**src/rtl/inst_mem_loader_pkg.sv**
```systemverilog
// inst_mem_loader_pkg: loader state encodings and instruction memory geometry shared with the fetch-side ROM
package inst_mem_loader_pkg;
    localparam int IMEM_ADDR_W    = 8;
    localparam int IMEM_MAX_WORDS = (2 ** IMEM_ADDR_W) / 4;
    typedef enum logic [2:0] {
        LD_LEN_HI,
        LD_LEN_LO,
        LD_DATA,
        LD_CSUM,
        LD_DONE,
        LD_ERROR
    } ld_state_t;
endpackage

```
**src/rtl/inst_mem_loader.sv**
```systemverilog
// inst_mem_loader: writes a framed, XOR-checksummed byte stream into the big-endian instruction memory and holds the CPU until the image is good
module inst_mem_loader
    import inst_mem_loader_pkg::*;
#(
    parameter int ADDR_W    = IMEM_ADDR_W,
    parameter int MAX_WORDS = IMEM_MAX_WORDS
) (
    input  logic              clk,
    input  logic              rst_n,
    input  logic              in_valid,
    input  logic [7:0]        in_byte,
    output logic              in_ready,
    input  logic              reload,
    output logic              wr_en,
    output logic [ADDR_W-1:0] wr_addr,
    output logic [7:0]        wr_data,
    output logic              cpu_hold,
    output logic              done,
    output logic              err,
    output logic [ADDR_W-2:0] words_ld
);
    localparam int CW = ADDR_W + 1;
    ld_state_t         state, state_nx;
    logic [7:0]        len_hi, xsum;
    logic [15:0]       len;
    logic [ADDR_W-2:0] nw;
    logic [CW-1:0]     cnt;
    logic              xfer, restart, last;
    assign len      = {len_hi, in_byte};
    assign in_ready = state != LD_DONE && state != LD_ERROR;
    assign done     = state == LD_DONE;
    assign err      = state == LD_ERROR;
    assign cpu_hold = !done;
    assign xfer     = in_valid & in_ready;
    // reload only has meaning where in_ready is low, so it can never race a byte
    assign restart  = reload & ~in_ready;
    assign last     = (cnt + CW'(1)) == {nw, 2'b00};

    always_ff @(posedge clk or negedge rst_n)
        if (!rst_n) state <= LD_LEN_HI;
        else        state <= state_nx;

    always_comb begin
        state_nx = state;
        if (restart)
            state_nx = LD_LEN_HI;
        else if (xfer)
            case (state)
                LD_LEN_HI: state_nx = LD_LEN_LO;
                LD_LEN_LO: state_nx = len > 16'(MAX_WORDS) ? LD_ERROR : len == 16'd0 ? LD_CSUM : LD_DATA;
                LD_DATA:   state_nx = last ? LD_CSUM : LD_DATA;
                LD_CSUM:   state_nx = in_byte == xsum ? LD_DONE : LD_ERROR;
                default:   state_nx = state;
            endcase
    end

    always_ff @(posedge clk or negedge rst_n) begin
        if (!rst_n) begin
            wr_en    <= 1'b0;
            wr_addr  <= '0;
            wr_data  <= '0;
            words_ld <= '0;
            len_hi   <= '0;
            nw       <= '0;
            cnt      <= '0;
            xsum     <= '0;
        end else begin
            wr_en <= 1'b0;
            if (restart) begin
                cnt      <= '0;
                xsum     <= '0;
                words_ld <= '0;
            end else if (xfer && state == LD_LEN_HI) begin
                len_hi <= in_byte;
            end else if (xfer && state == LD_LEN_LO) begin
                nw <= len[ADDR_W-2:0];
            end else if (xfer && state == LD_DATA) begin
                wr_en   <= 1'b1;
                wr_addr <= cnt[ADDR_W-1:0];
                wr_data <= in_byte;
                cnt     <= cnt + CW'(1);
                xsum    <= xsum ^ in_byte;
                // word count becomes visible in the same cycle its last byte is written
                if (cnt[1:0] == 2'b11) words_ld <= words_ld + (ADDR_W-1)'(1);
            end
        end
    end
endmodule

```
**config.mk**
```make
export PLATFORM = sky130hd
export DESIGN_NAME = inst_mem_loader
export DESIGN_NICKNAME = d
export VERILOG_FILES = /design/src/rtl/inst_mem_loader_pkg.sv /design/src/rtl/inst_mem_loader.sv
export SDC_FILE = /design/constraint.sdc
export NUM_CORES = 1
export LEC_CHECK = 0
export ABC_AREA = 1
export CAP_MARGIN = 40
export CELL_PAD_IN_SITES_DETAIL_PLACEMENT = 1
export CELL_PAD_IN_SITES_GLOBAL_PLACEMENT = 1
export CORE_MARGIN = 2
export CORE_UTILIZATION = 36
export DETAILED_ROUTE_END_ITERATION = 10
export PLACE_DENSITY = 0.78
export SLEW_MARGIN = 10
export SYNTH_ARGS = -nofsm -noshare
export SYNTH_HDL_FRONTEND = slang
export SYNTH_SLANG_ARGS = --single-unit
```
**constraint.sdc**
```tcl
create_clock -name clk -period 1.7 [get_ports clk]
set_clock_uncertainty 0.15 [all_clocks]
set_input_delay 0.34 -clock clk [delete_from_list [all_inputs] [get_ports clk]]
set_output_delay 0.34 -clock clk [all_outputs]
set_load 0.05 [all_outputs]
```
==> summary.md <==
| Metric | Value |
|---|---|
| Pre-CTS WS | -0.271 ns |
| Hold Crit Class | in -> async |
| CTS Sinks | 59 |
| Yosys top cell area share | between 50% and 60% |
| Synth cell types | 28 |
| Status | complete, but fails checks |
| Crit path from | cnt[1]$_DFFE_PN0P_ |
| Ys async rst share | 100% |
| Final instance area | roughly 0.0048 mm^2 |
| Synth warn | 0 |
| I/O pin total | 40 |
| Area delta synth->final | 66.5% |
| Final ANT Viol Nets | 0 |
| Slew headroom | a little over two thirds |
| Clk pwr share | between 10% and 20% |
| Mapped Cells | around 350 |
| H-tree Lvls | 3 |
| Power Internal | between 4000 and 5000 uW |
| Vias in the first global route | 2966 |
| Drt via density | between 5 and 6 |
| Pins Over Slew Limit | 0 |
| # Max-Cap Violations | 0 |
| IO buf count | 39 |
| Switch Pwr | 3580 uW |
| Most common library cells after synthesis | nand2_1, dfrtp_1, o21ai_0 |
| Row count | 32 |
| Initial core utilization | approximately 37% |
| Clk buf depth | 2 |
| Clock Latency Late Sink | roughly 0.37 ns |
| RSZ-0062 raised after global routing | yes |
| Final Hold Fails | 0 |
| Worst setup margin | -0.215 ns |
| Post-Place Cell Area | slightly below 0.004 mm^2 |
| Worst endpoint required time | ~1.9 ns |
| FMAX | between 500 and 600 MHz |
| RR Endpoint | state[0]$_DFFE_PN0P_ |
| Clock slew at reported path FFs | ~0.080 ns |
| Syn nets | roughly 360 |
| Die area | 0.00866 mm^2 |
| Crit. End Element | flip-flop |
| Power per cell area | 1700 mW/mm^2 |
| Grt ovf | 0 |
| Dpl hpwl | 5.99 mm |
| Global-route wire length before repair | about 15 mm |
| Routability cong. | ~0.83 |
| Ratio of final minimum period to clock period | 113% |
| Layout cell share with drive strength beyond 1 | ~38% |
| Total power | between 8000 and 9000 uW |
| Worst-path maximum fanout | 4 |
| Failing checks | setup timing |
| Area leader, netlist | dfrtp_1 |
| Worst Path Arrival | between 2 and 2.5 ns |
| Vias | 3023 |
| CP startpoint kind | flip-flop |
| Largest net degree at the start of global routing | 60 |
| Routed WL | ~13 mm |
| Most frequent cell after synthesis | nand2_1 |
| Crit path capture | state[0]$_DFFE_PN0P_ |
| Worst slew pin tran | between 0.4 and 0.5 ns |
| Synthesized area | 0.00286 mm^2 |
| CTS tree | done |
| Fin nets | between 400 and 500 |
| Pre-Repair DR Iteration Count | 4 |
| # DRC | 0 |
| Register-to-register setup slack | -0.22 ns |
| Wire per inst | approximately 23 um |
| Top post-synthesis cells by area | dfrtp_1, nand2_1, o21ai_0 |
| Switch share | between 40% and 50% |
| Overall routing resource usage | between 20% and 30% |
| Setup TNS | -3.66 ns |
| Diode count | 0 |
| Gate power share | ~55% |
| VDD IR max | roughly 0.85 mV |
| Reg2reg path depth | 12 |
| Num CTS Buffers | 9 |
| Die X | between 90 and 100 um |
| Final setup vio count | 47 |
| Mapped Avg Cell Area | 8.18 um^2 |
| Crit Path Class | reg -> reg |
| Synthesized flop and latch total | roughly 60 |
| Final period demand of the worst path | between 1.5 and 2 ns |
| Synth Flop Type | dfrtp_1 |
| Reg power frac | 29.7% |
| Clk root buf | clkbuf_8 |
| Antenna violations before repair | 0 |
| Core footprint | between 0.007 and 0.008 mm^2 |
| DRT iter0 DRCs | ~130 |
| Seq/Total Area, Yosys | between 50 and 60% |
| Leakage | between 0.002 and 0.0025 uW |
| Crit Reg-Reg Startpoint | cnt[1]$_DFFE_PN0P_ |
| Die Ht | roughly 93 um |
| Post-synth EDFFs | 0 |
[worst min path at each step]
stage / startpoint / end / slack [ns] / cells after the start
2_1_floorplan: rst_n / cnt[0]$_DFFE_PN0P_ / -0.11 / 0
3_3_place_gp: rst_n / wr_addr[6]$_DFFE_PN0P_ / 0.22 / 2
3_5_place_dp: rst_n / cnt[4]$_DFFE_PN0P_ / 0.23 / 2
4_1_cts: len_hi[7]$_DFFE_PN0P_ / len_hi[7]$_DFFE_PN0P_ / 0.35 / 2
5_1_grt: rst_n / cnt[4]$_DFFE_PN0P_ / 0.40 / 3
6_report: rst_n / wr_addr[0]$_DFFE_PN0P_ / 0.36 / 3
[metal layers]
| layer | global-route usage [%] | up-vias | routed length [um] |
|---|---|---|---|
| met5 | 0 | - | 0 |
| met2 | 41.2 | 106 | 6790 |
| met3 | 5.16 | 48 | 533 |
| li1 | - | 1337 | - |
| met4 | 7.35 | 0 | 638 |
| met1 | 25.3 | 1532 | 4680 |
[registers in the layout, indices dropped and copies added, names as in the netlist]
signal and cells:
wr_en 1, cnt 9, state 3, len_hi 8, nw 7, wr_data 8, wr_addr 8, words_ld 7
xsum 8
[cells by family (layout without fill, tap and decap cells)]
logic type,count (synthesis),after routing,share of synthesized area (%)
AOI/OAI and AO/OA,60,60,11.1
xor gates and xnor gates,9,9,2.76
adders and majority gates,3,3,1.31
buffers and inverters,47,154,6.27
DFF,59,59,51.7
muxes,1,1,0.351
and+or+nand+nor,170,170,26.5
[placed cells by master, fill, tap and decap left out, types with 3 or more instances in the layout]
cell type / instances
nand2_1: 80
dfrtp_1: 57
buf_4: 38
buf_12: 33
inv_1: 27
o21ai_0: 24
nand3_1: 21
nor2_1: 21
o21ai_1: 20
nand2_2: 12
buf_6: 12
clkbuf_8: 11
clkdlybuf4s50_1: 10
inv_2: 8
nand3_2: 8
nor2_4: 6
xnor2_1: 6
o22ai_2: 5
nand2_4: 4
nand3b_1: 4
clkinvlp_4: 4
clkbuf_16: 4
nand2_8: 3
a21oi_1: 3
a21oi_2: 3
xor2_1: 3
[final cells by class]
type,instances,area (um^2)
flip-flops and latches,59,1480
multi-input cells,243,1500
well taps,102,128
clock inverters,5,36.3
clock buffers,11,151
fillers,862,2930
repair buffers,99,1300
inverters,39,168
[worst max-delay path, cell delays in order, from the launching register on]
cell and delay (ns):
dfrtp_1 0.41, buf_4 0.17, nand3_2 0.11, nand2_1 0.12
nand2_2 0.13, nand2_1 0.07, nand2_1 0.11, nand3_2 0.10
nor2_1 0.13, nand2_1 0.14, nand2_1 0.10, nand2_1 0.06
nand2_1 0.05
[repair_timing]
| action | 4_1_cts | 5_1_grt |
|---|---|---|
| endpoints found under the hold margin | 59 | 0 |
| setup endpoints to repair | 8 | 46 |
| gates cloned | 0 | 6 |
| gates resized for setup | 30 | 80 |
| pin swaps | 9 | 29 |
| setup buffers | 9 | 12 |
| hold buffers | 1 | 0 |
[power by group through the flow]
stage                     Clock [uW]  Sequential [uW]  Combinational [uW]
after floorplan                    0             2810                1180
after global placement             0             2290                3310
after detailed placement           0             2340                3450
after CTS                       1230             2320                3710
after global routing            1330             2420                4600
final                           1260             2390                4410
[stage by stage]
stage | hold WS (ns) | util (%) | instances
after floorplan | -0.106 | - | 349
after global placement | 0.222 | 51.1 | 515
after detailed placement | 0.233 | 51.1 | 515
after CTS | 0.353 | 56.0 | 541
after global routing | 0.396 | 61.8 | 558
final | 0.363 | 61.8 | 558
No activity file was read; power rests on OpenSTA's default activity.
